===== config.mk =====
export PLATFORM = sky130hd
export DESIGN_NAME = instr_encoder_loader
export DESIGN_NICKNAME = d
export VERILOG_FILES = /design/src/rtl/instr_enc_pkg.sv /design/src/rtl/instr_encode.sv /design/src/rtl/instr_encoder_loader.sv
export SDC_FILE = /design/constraint.sdc
export NUM_CORES = 1
export LEC_CHECK = 0
export ABC_AREA = 1
export BUFFER_PORTS_ARGS = -buffer_cell sky130_fd_sc_hd__clkbuf_2
export CORE_ASPECT_RATIO = 1.4
export CORE_MARGIN = 2
export CORE_UTILIZATION = 48
export CTS_CLUSTER_SIZE = 30
export DETAILED_ROUTE_END_ITERATION = 7
export GPL_TIMING_DRIVEN = 0
export PLACE_DENSITY = 0.88
export SKIP_LAST_GASP = 1
export SLEW_MARGIN = 20
export SYNTH_ARGS = -nofsm -noshare
export SYNTH_HDL_FRONTEND = slang
export SYNTH_SLANG_ARGS = --single-unit

===== constraint.sdc =====
create_clock -name clk -period 2 [get_ports clk]
set_input_delay 0.6 -clock clk [delete_from_list [all_inputs] [get_ports clk]]
set_output_delay 0.6 -clock clk [all_outputs]
set_load 0.05 [all_outputs]

===== src/rtl/instr_enc_pkg.sv =====
`default_nettype none
// ============================================================================
// Module   : instr_enc_pkg
// Brief    : Op classes, MIPS opcode/funct constants, loader error codes and
//            word-packing helpers shared by the encoder and control decoder.
// Revision : 1.0 - initial release
// ============================================================================
package instr_enc_pkg;

  typedef enum logic [4:0] {
    OP_ADD   = 5'd0,
    OP_SUB,
    OP_AND,
    OP_OR,
    OP_XOR,
    OP_SLT,
    OP_SLTU,
    OP_SLL,
    OP_SRL,
    OP_JR,
    OP_LW,
    OP_SW,
    OP_BEQ,
    OP_BNE,
    OP_ADDI,
    OP_ANDI,
    OP_ORI,
    OP_XORI,
    OP_SLTI,
    OP_SLTIU,
    OP_LUI,
    OP_J,
    OP_JAL
  } op_class_e;

  // Primary opcodes (bits 31:26)
  localparam logic [5:0] c_OPC_RTYPE = 6'h00;
  localparam logic [5:0] c_OPC_J     = 6'h02;
  localparam logic [5:0] c_OPC_JAL   = 6'h03;
  localparam logic [5:0] c_OPC_BEQ   = 6'h04;
  localparam logic [5:0] c_OPC_BNE   = 6'h05;
  localparam logic [5:0] c_OPC_ADDI  = 6'h08;
  localparam logic [5:0] c_OPC_SLTI  = 6'h0A;
  localparam logic [5:0] c_OPC_SLTIU = 6'h0B;
  localparam logic [5:0] c_OPC_ANDI  = 6'h0C;
  localparam logic [5:0] c_OPC_ORI   = 6'h0D;
  localparam logic [5:0] c_OPC_XORI  = 6'h0E;
  localparam logic [5:0] c_OPC_LUI   = 6'h0F;
  localparam logic [5:0] c_OPC_LW    = 6'h23;
  localparam logic [5:0] c_OPC_SW    = 6'h2B;

  // R-type function codes (bits 5:0)
  localparam logic [5:0] c_FN_SLL  = 6'h00;
  localparam logic [5:0] c_FN_SRL  = 6'h02;
  localparam logic [5:0] c_FN_JR   = 6'h08;
  localparam logic [5:0] c_FN_ADD  = 6'h20;
  localparam logic [5:0] c_FN_SUB  = 6'h22;
  localparam logic [5:0] c_FN_AND  = 6'h24;
  localparam logic [5:0] c_FN_OR   = 6'h25;
  localparam logic [5:0] c_FN_XOR  = 6'h26;
  localparam logic [5:0] c_FN_SLT  = 6'h2A;
  localparam logic [5:0] c_FN_SLTU = 6'h2B;

  localparam logic [1:0] c_ERR_NONE    = 2'd0;
  localparam logic [1:0] c_ERR_ILLEGAL = 2'd1;
  localparam logic [1:0] c_ERR_VERIFY  = 2'd2;

  function automatic logic [31:0] pack_r(input logic [4:0] rs, input logic [4:0] rt,
                                         input logic [4:0] rd, input logic [4:0] shamt,
                                         input logic [5:0] funct);
    return {c_OPC_RTYPE, rs, rt, rd, shamt, funct};
  endfunction

  function automatic logic [31:0] pack_i(input logic [5:0] opc, input logic [4:0] rs,
                                         input logic [4:0] rt, input logic [15:0] imm);
    return {opc, rs, rt, imm};
  endfunction

  function automatic logic [31:0] pack_j(input logic [5:0] opc, input logic [25:0] target);
    return {opc, target};
  endfunction

endpackage
`default_nettype wire


===== src/rtl/instr_encode.sv =====
`default_nettype none
// ============================================================================
// Module   : instr_encode
// Brief    : Combinational packer from op class + fields to a 32-bit MIPS word.
// Revision : 1.0 - initial release
// ============================================================================
module instr_encode (
  input  logic [4:0]  i_op,
  input  logic [4:0]  i_rs,
  input  logic [4:0]  i_rt,
  input  logic [4:0]  i_rd,
  input  logic [4:0]  i_shamt,
  input  logic [15:0] i_imm,
  input  logic [25:0] i_target,
  output logic [31:0] o_word,
  output logic        o_illegal
);
  import instr_enc_pkg::*;

  // Fields the instruction does not use are forced to zero so encodings are canonical
  always_comb begin
    o_word    = '0;
    o_illegal = 1'b0;
    case (i_op)
      OP_ADD:   o_word = pack_r(i_rs, i_rt, i_rd, 5'd0, c_FN_ADD);
      OP_SUB:   o_word = pack_r(i_rs, i_rt, i_rd, 5'd0, c_FN_SUB);
      OP_AND:   o_word = pack_r(i_rs, i_rt, i_rd, 5'd0, c_FN_AND);
      OP_OR:    o_word = pack_r(i_rs, i_rt, i_rd, 5'd0, c_FN_OR);
      OP_XOR:   o_word = pack_r(i_rs, i_rt, i_rd, 5'd0, c_FN_XOR);
      OP_SLT:   o_word = pack_r(i_rs, i_rt, i_rd, 5'd0, c_FN_SLT);
      OP_SLTU:  o_word = pack_r(i_rs, i_rt, i_rd, 5'd0, c_FN_SLTU);
      OP_SLL:   o_word = pack_r(5'd0, i_rt, i_rd, i_shamt, c_FN_SLL);
      OP_SRL:   o_word = pack_r(5'd0, i_rt, i_rd, i_shamt, c_FN_SRL);
      OP_JR:    o_word = pack_r(i_rs, 5'd0, 5'd0, 5'd0, c_FN_JR);
      OP_LW:    o_word = pack_i(c_OPC_LW, i_rs, i_rt, i_imm);
      OP_SW:    o_word = pack_i(c_OPC_SW, i_rs, i_rt, i_imm);
      OP_BEQ:   o_word = pack_i(c_OPC_BEQ, i_rs, i_rt, i_imm);
      OP_BNE:   o_word = pack_i(c_OPC_BNE, i_rs, i_rt, i_imm);
      OP_ADDI:  o_word = pack_i(c_OPC_ADDI, i_rs, i_rt, i_imm);
      OP_ANDI:  o_word = pack_i(c_OPC_ANDI, i_rs, i_rt, i_imm);
      OP_ORI:   o_word = pack_i(c_OPC_ORI, i_rs, i_rt, i_imm);
      OP_XORI:  o_word = pack_i(c_OPC_XORI, i_rs, i_rt, i_imm);
      OP_SLTI:  o_word = pack_i(c_OPC_SLTI, i_rs, i_rt, i_imm);
      OP_SLTIU: o_word = pack_i(c_OPC_SLTIU, i_rs, i_rt, i_imm);
      OP_LUI:   o_word = pack_i(c_OPC_LUI, 5'd0, i_rt, i_imm);
      OP_J:     o_word = pack_j(c_OPC_J, i_target);
      OP_JAL:   o_word = pack_j(c_OPC_JAL, i_target);
      default:  o_illegal = 1'b1;
    endcase
  end

endmodule
`default_nettype wire


===== src/rtl/instr_encoder_loader.sv =====
`default_nettype none
// ============================================================================
// Module   : instr_encoder_loader
// Brief    : Accepts symbolic instructions, encodes them and loads them into
//            instruction memory sequentially with optional read-back verify.
// Revision : 1.0 - initial release
// ============================================================================
module instr_encoder_loader #(
  parameter int ADDR_W    = 8,
  parameter int DEPTH     = 256,
  parameter int BASE_ADDR = 0,
  parameter int VERIFY_EN = 1
) (
  input  logic              clk,
  input  logic              rst_n,
  input  logic              clear,
  input  logic              in_valid,
  output logic              in_ready,
  input  logic [4:0]        in_op,
  input  logic [4:0]        in_rs,
  input  logic [4:0]        in_rt,
  input  logic [4:0]        in_rd,
  input  logic [4:0]        in_shamt,
  input  logic [15:0]       in_imm,
  input  logic [25:0]       in_target,
  output logic              imem_we,
  output logic              imem_re,
  output logic [ADDR_W-1:0] imem_addr,
  output logic [31:0]       imem_wdata,
  input  logic [31:0]       imem_rdata,
  output logic [ADDR_W:0]   count,
  output logic              full,
  output logic              busy,
  output logic              err,
  output logic [1:0]        err_code
);
  import instr_enc_pkg::*;

  localparam logic [2:0] c_S_IDLE   = 3'd0;
  localparam logic [2:0] c_S_WRITE  = 3'd1;
  localparam logic [2:0] c_S_RDWAIT = 3'd2;
  localparam logic [2:0] c_S_CHECK  = 3'd3;
  localparam logic [2:0] c_S_ERR    = 3'd4;

  localparam logic [ADDR_W:0]   c_DEPTH_CNT = (ADDR_W+1)'(DEPTH);
  localparam logic [ADDR_W-1:0] c_BASE_PTR  = ADDR_W'(BASE_ADDR);
  localparam logic [ADDR_W-1:0] c_PTR_MAX   = {ADDR_W{1'b1}};
  localparam logic              c_VERIFY    = (VERIFY_EN != 0);

  logic [2:0]        r_state;
  logic [2:0]        w_next_state;
  logic [ADDR_W-1:0] r_ptr;
  logic [ADDR_W:0]   r_count;
  logic [31:0]       r_wdata;
  logic [1:0]        r_err_code;
  logic [31:0]       w_word;
  logic              w_illegal;
  logic              w_full;
  logic              w_accept;
  logic              w_verify_ok;
  logic              w_commit;

  instr_encode u_encode (
    .i_op      (in_op),
    .i_rs      (in_rs),
    .i_rt      (in_rt),
    .i_rd      (in_rd),
    .i_shamt   (in_shamt),
    .i_imm     (in_imm),
    .i_target  (in_target),
    .o_word    (w_word),
    .o_illegal (w_illegal)
  );

  if (VERIFY_EN != 0) begin : g_verify
    assign w_verify_ok = (imem_rdata == r_wdata);
  end else begin : g_no_verify
    logic w_unused_rdata;
    assign w_unused_rdata = ^imem_rdata;
    assign w_verify_ok    = 1'b1;
  end

  assign w_full   = (r_count == c_DEPTH_CNT);
  assign w_accept = in_valid & in_ready;
  // A word counts as loaded once written (no verify) or once its read-back matched
  assign w_commit = ((r_state == c_S_WRITE) & ~c_VERIFY) |
                    ((r_state == c_S_CHECK) & w_verify_ok);

  always_ff @(posedge clk) begin
    if (!rst_n) begin
      r_state <= c_S_IDLE;
    end else if (clear) begin
      r_state <= c_S_IDLE;
    end else begin
      r_state <= w_next_state;
    end
  end

  always_comb begin
    w_next_state = r_state;
    case (r_state)
      c_S_IDLE: begin
        if (w_accept) begin
          w_next_state = w_illegal ? c_S_ERR : c_S_WRITE;
        end
      end
      c_S_WRITE:  w_next_state = c_VERIFY ? c_S_RDWAIT : c_S_IDLE;
      c_S_RDWAIT: w_next_state = c_S_CHECK;
      c_S_CHECK:  w_next_state = w_verify_ok ? c_S_IDLE : c_S_ERR;
      c_S_ERR:    w_next_state = c_S_ERR;
      default:    w_next_state = c_S_IDLE;
    endcase
  end

  always_comb begin
    imem_we  = 1'b0;
    imem_re  = 1'b0;
    in_ready = 1'b0;
    busy     = (r_state != c_S_IDLE);
    err      = (r_state == c_S_ERR);
    case (r_state)
      c_S_IDLE:   in_ready = ~w_full;
      c_S_WRITE:  imem_we  = 1'b1;
      c_S_RDWAIT: imem_re  = 1'b1;
      default:    ;
    endcase
  end

  always_ff @(posedge clk) begin
    if (!rst_n) begin
      r_ptr      <= c_BASE_PTR;
      r_count    <= '0;
      r_wdata    <= '0;
      r_err_code <= c_ERR_NONE;
    end else if (clear) begin
      r_ptr      <= c_BASE_PTR;
      r_count    <= '0;
      r_err_code <= c_ERR_NONE;
    end else begin
      if (w_accept) begin
        r_wdata <= w_word;
        if (w_illegal) begin
          r_err_code <= c_ERR_ILLEGAL;
        end
      end
      if (w_commit) begin
        r_count <= r_count + (ADDR_W+1)'(1);
        // Saturate rather than wrap; full gates further writes anyway
        if (r_ptr != c_PTR_MAX) begin
          r_ptr <= r_ptr + ADDR_W'(1);
        end
      end
      if ((r_state == c_S_CHECK) && !w_verify_ok) begin
        r_err_code <= c_ERR_VERIFY;
      end
    end
  end

  assign imem_addr  = r_ptr;
  assign imem_wdata = r_wdata;
  assign count      = r_count;
  assign full       = w_full;
  assign err_code   = r_err_code;

endmodule
`default_nettype wire

==> flow_summary.json, run 1 <==
{
  "status": "complete, but fails checks",
  "violations": "setup timing",
  "setup-violations-final": 2,
  "synth.net_count": 731,
  "p_int_mw": 1.55,
  "critical_path.max_fanout": 2,
  "rsz0062_at_grt": "yes",
  "die_w_um": 78.2,
  "worstHoldPathCells": 2,
  "grt_pass1_wl_mm": 18.2,
  "layout_commonest_cell": "nand2_1",
  "crit_type": "register to output port",
  "die_height_um": 108,
  "dp_cells": 879,
  "grt.overflow.total": 0,
  "cp-end-kind": "output port",
  "fmax_mhz": 472,
  "diodes": 0,
  "start_util_pct": 50.0,
  "r2r_setup_slack_ns": 0.19,
  "power_density_nw_per_um2": 488,
  "netSwitchingFraction_pct": 33.9,
  "period_share_pct": 106,
  "ir_drop_mv": 0.300,
  "fp.coreArea_sq_um": 7410,
  "antenna_found_initial": 0,
  "timing.slew.headroom_pct": 51.9,
  "setup_ws_ns": -0.117,
  "avgViaCountPerCell": 5.05,
  "synth-warning-count": 0,
  "drt_pass1_iterations": 5,
  "syn2layout_area_growth_pct": 30.3,
  "clkSlewWorstSetupHoldPaths_ns": 0.10,
  "p_comb_share_pct": 27.2,
  "clock_latency_ns": 0.31,
  "drv_slew": 0,
  "r2r-start": "count[0]",
  "grt_pass1_vias": 4159,
  "start_kind": "register",
  "worstReg2RegEnd": "imem_wdata[1]",
  "worst_slew_pin_slew_ns": 0.721,
  "cp_data_arrival_time_ns": 1.52,
  "final-instance-count-excl-fill": 892,
  "cts.sink_count": 53,
  "p_leak_nw": 2.51,
  "rows": 37,
  "total_power_mw": 2.35,
  "place_area_sq_um": 4640,
  "synth.avg_cell_area_sq_um": 5.92,
  "synth_top_family_by_area": "simple AND/OR/NAND/NOR gates",
  "synthCells": 625,
  "min_period_ns": 2.12,
  "ys_ff_latch": 53,
  "p_sw_mw": 0.798,
  "fin_util_pct": 65.1,
  "place_congestion": 0.921,
  "htree_levels": 2,
  "synthSimpleGateAreaFrac_pct": 43.5,
  "netlist_area_sq_um": 3700,
  "finalHoldViolations": 0,
  "cts_root_buf": "clkbuf_8",
  "layout_common_cells": "nand2_1, clkbuf_2, inv_1",
  "p_seq_share_pct": 47.1,
  "drtAntennaViolNets": 0,
  "cap_violations": 0,
  "cts_tree": "built",
  "drtIter0Drc": 202,
  "die-area_sq_um": 8440,
  "synth-adder-area-share_pct": 1.01,
  "drive_above_1_share_pct": 30.1,
  "grt_max_degree": 15,
  "p_clk_share_pct": 25.7,
  "synth_compound_area_share_pct": 11.2,
  "clock_skew_ns": 0.00907,
  "clk_path_buf_depth": 2,
  "vias": 4507,
  "synth.distinct_cells": 37,
  "wl_per_cell_um": 12.5,
  "pre_cts_ws_ns": -0.114,
  "reg2reg_depth": 11,
  "drc": 0,
  "ioPinCount": 160,
  "hold_buffers": 0,
  "design_area_sq_um": 4820,
  "muxShareOfSynthArea_pct": 0,
  "dp_hpwl_mm": 9.01,
  "yosysSeqAreaShare_pct": 28.7,
  "numCtsBuffers": 5,
  "grt_usage_pct": 26.6,
  "synth_xor_area_share_pct": 3.31,
  "critPathRequiredTime_ns": 1.40,
  "hp-start": "imem_wdata[16]",
  "hold_end": "imem_wdata[16]",
  "hold_class": "register to register",
  "layout.nets": 900,
  "wirelength_mm": 11.2,
  "io_buffers": 157
}
==> repair_timing <==
action / 4_1_cts / 5_1_grt
resized for setup: 8 / 10
setup buffers: 4 / 1
pin swaps: 1 / 2
setup endpoints to repair: 2 / 15
==> sequential cells by signal (all words and copies together) (netlist names) <==
signal / cells
imem_wdata: 31
count: 9
r_state: 3
imem_addr: 8
err_code: 2
==> area by class of cell <==
type,count,area [sq um]
sequential,53,1080
buffer,19,136
fill,691,2580
clock buffer,8,80.1
tap,97,121
multi-input combinational,469,2240
inverter,84,327
timing repair buffer,162,842
==> how the worst max path moves through the flow <==
stage | startpoint | endpoint | slack [ns] | cells past startpoint
2_1_floorplan | count[1] | in_ready | -0.17 | 7
3_3_place_gp | in_op[4] | imem_wdata[18] | -0.09 | 11
3_5_place_dp | in_op[4] | imem_wdata[18] | -0.11 | 11
4_1_cts | count[1] | in_ready | -0.12 | 8
5_1_grt | count[1] | in_ready | -0.17 | 8
6_report | count[1] | full | -0.12 | 7
==> power groups by stage <==
| stage | logic, mW | registers [mW] | clock network, mW |
|---|---|---|---|
| finish | 0.639 | 1.11 | 0.604 |
| global route | 0.706 | 1.11 | 0.645 |
| CTS | 0.633 | 1.11 | 0.614 |
| detailed placement | 0.627 | 1.13 | 0 |
| global placement | 0.616 | 1.13 | 0 |
| floorplan | 0.324 | 1.21 | 0 |
==> per-layer routing <==
| layer | global-route usage [%] | routed length (um) |
|---|---|---|
| met1 | 29.7 | 4280 |
| met2 | 50.3 | 5850 |
| met4 | 10.2 | 244 |
| met5 | 0 | 0 |
| met3 | 3.61 | 816 |
==> cell families after synthesis <==
| kind of cell | Yosys count |
|---|---|
| simple gates | 383 |
| buf+inv | 103 |
| compound gates | 68 |
| flops | 53 |
| xor+xnor | 14 |
| fa+ha+maj | 3 |
| other cells | 1 |
==> through the flow <==
stage	hold WS [ns]	TNS, ns
global placement	0.475	-1.13
finish	0.503	-0.233
CTS	0.505	-0.216
floorplan	0.524	-0.173
global route	0.513	-0.333
detailed placement	0.487	-2.19
==> Yosys cell counts <==
library cell	number	area share, %
a21oi_1	38	5.1
o21ai_0	7	0.95
xnor2_1	4	0.95
buf_6	2	0.61
nor3_2	1	0.27
nand3b_1	2	0.41
a22oi_1	5	1.0
nand3_2	2	0.54
nor2_1	65	6.6
nand2_2	10	1.7
inv_2	5	0.51
a21oi_2	10	2.4
nand2_1	249	25
ha_1	3	1.0
clkbuf_1	5	0.51
buf_12	1	0.54
nor2_4	4	1.2
nand2_4	1	0.30
inv_4	1	0.17
conb_1	1	0.10
nor3_1	8	1.1
buf_2	5	0.68
buf_4	6	1.2
o31ai_1	1	0.20
o311ai_0	1	0.24
o21a_1	1	0.20
nand3_1	22	3.0
nor4_1	1	0.17
o21ai_2	1	0.24
inv_1	78	7.9
o211a_1	1	0.27
xor2_1	10	2.4
o211ai_1	1	0.20
nand4_1	14	2.4
nor2_2	4	0.68
dfxtp_1	53	29
a211oi_1	2	0.41
==> critical path, stage by stage (launching register included) <==
cell and delay [ns]:
dfxtp_4 0.36, inv_4 0.06, ha_4 0.12, nand2_2 0.04
nor3_2 0.11, nand4_1 0.18, clkinvlp_4 0.15, clkbuf_8 0.18
Note: power is estimated with default switching activity, not from simulation.
==> inputs of run 2 (changes only) <==
Settings changed: CORE_MARGIN 2 to 5.
==> run 2 against run 1 <==
The flow still finishes with violations (setup timing). Largest cell class unchanged. Sequential power hardly changed. Final cell count is 0.22% higher. Clock skew is 0.00069 ns lower. Critical endpoint is now in_ready. Setup slack worse by 0.043 ns. Largest power group unchanged.
==> flow_summary.json, run 2 (synthesized netlist as in run 1, its figures left out) <==
{
  "status": "complete, but fails checks",
  "violations": "setup timing",
  "die_height_um": 114,
  "cts.sink_count": 53,
  "drt_pass1_iterations": 5,
  "drv_slew": 0,
  "wl_per_cell_um": 12.3,
  "diodes": 0,
  "rsz0062_at_grt": "yes",
  "pre_cts_ws_ns": -0.132,
  "drc": 0,
  "clock_skew_ns": 0.00838,
  "critPathRequiredTime_ns": 1.40,
  "cp-end-kind": "output port",
  "layout_common_cells": "nand2_1, clkbuf_2, inv_1",
  "avgViaCountPerCell": 4.82,
  "syn2layout_area_growth_pct": 30.4,
  "drtIter0Drc": 182,
  "wirelength_mm": 11.0,
  "grt_max_degree": 15,
  "drtAntennaViolNets": 0,
  "layout.nets": 899,
  "dp_hpwl_mm": 9.01,
  "ir_drop_mv": 0.248,
  "worst_slew_pin_slew_ns": 0.697,
  "fp.coreArea_sq_um": 7650,
  "hold_class": "register to register",
  "period_share_pct": 108,
  "power_density_nw_per_um2": 484,
  "min_period_ns": 2.16,
  "largest_register_ffs": 31,
  "die-area_sq_um": 9590,
  "clkSlewWorstSetupHoldPaths_ns": 0.09,
  "fmax_mhz": 463,
  "grt_pass1_vias": 3931,
  "worst_path_max_delay_cell": "dfxtp_4",
  "drive_above_1_share_pct": 29.6,
  "grt_usage_pct": 22.5,
  "p_leak_nw": 2.50,
  "critical_path.max_fanout": 2,
  "crit_chain": "inv_4 > ha_4 > nand2_4 > nor3_4 > nand4_1 > clkinvlp_4 > nor2_4 > buf_8",
  "cts_tree": "built",
  "grt.overflow.total": 0,
  "start_kind": "register",
  "timing.slew.headroom_pct": 53.5,
  "ioPinCount": 160,
  "start_util_pct": 48.3,
  "layout_commonest_cell": "nand2_1",
  "rows": 38,
  "hold_buffers": 0,
  "cap_violations": 0,
  "cts_root_buf": "clkbuf_8",
  "place_congestion": 0.942,
  "grt_pass1_wl_mm": 17.9,
  "antenna_found_initial": 0,
  "io_buffers": 157,
  "clock_latency_ns": 0.30,
  "vias": 4311,
  "r2r_setup_slack_ns": 0.06,
  "cp_data_arrival_time_ns": 1.56,
  "crit_type": "register to output port",
  "die_w_um": 84.2,
  "htree_levels": 2,
  "setup-violations-final": 2,
  "finalHoldViolations": 0,
  "timing.setup.tns_ns": -0.273,
  "nFillCells": 751,
  "total_power_mw": 2.33,
  "numCtsBuffers": 5,
  "critPathMaxStageDelay_ns": 0.37,
  "clk_path_buf_depth": 2,
  "setup_ws_ns": -0.160,
  "worst_hold_slack_ns": 0.499
}
run 2: layout make-up:
type / instances / area [sq um] / share of cell area [%]
Timing Repair Buffer: 161 / 836 / 17.3
Inverter: 84 / 327 / 6.77
Multi-Input combinational cell: 469 / 2250 / 46.6
Tap cell: 100 / 125 / 2.59
Clock buffer: 8 / 80.1 / 1.66
Buffer: 19 / 134 / 2.77
Sequential cell: 53 / 1080 / 22.3
run 2: final timing paths:
kind,from,to,cells past startpoint
min reg2reg,err_code[1],err_code[1],2
min,err_code[1],err_code[1],2
max reg2reg,count[1],imem_wdata[11],12
max,count[1],in_ready,8
run 2: layer usage:
layer,track usage (%),wire length (um),up-vias
met2,41.6,5760,137
li1,-,-,2273
met5,0,0,-
met4,6.97,147,0
met1,26.2,4430,1889
met3,3.76,701,12
run 2: what timing repair did:
item | 4_1_cts | 5_1_grt
gates cloned | 0 | 0
endpoints found under the hold margin | 0 | 0
setup buffers | 3 | 1
pin swaps | 1 | 2
setup endpoints to repair | 2 | 19
gates resized for setup | 9 | 9
run 2: critical path: cells and delay by family (launching register included):
family,cells,cell delay (ns)
AND/OR/NAND/NOR,4,0.38
flip-flops,1,0.37
buffers and inverters,3,0.36
adder cells (fa/ha/maj),1,0.15
run 2: stage by stage:
step           area (sq um)  util, %  instances
2_1_floorplan          3730        -        625
3_3_place_gp           4650     60.7        882
3_5_place_dp           4650     60.7        882
4_1_cts                4790     62.6        893
5_1_grt                4820     63.0        894
6_report               4820     63.0        894
run 2: power by group:
part | switching, mW | internal [mW]
clock | 0.344 | 0.250
sequential | 0.0285 | 1.08
combinational | 0.407 | 0.224
total | 0.780 | 1.55
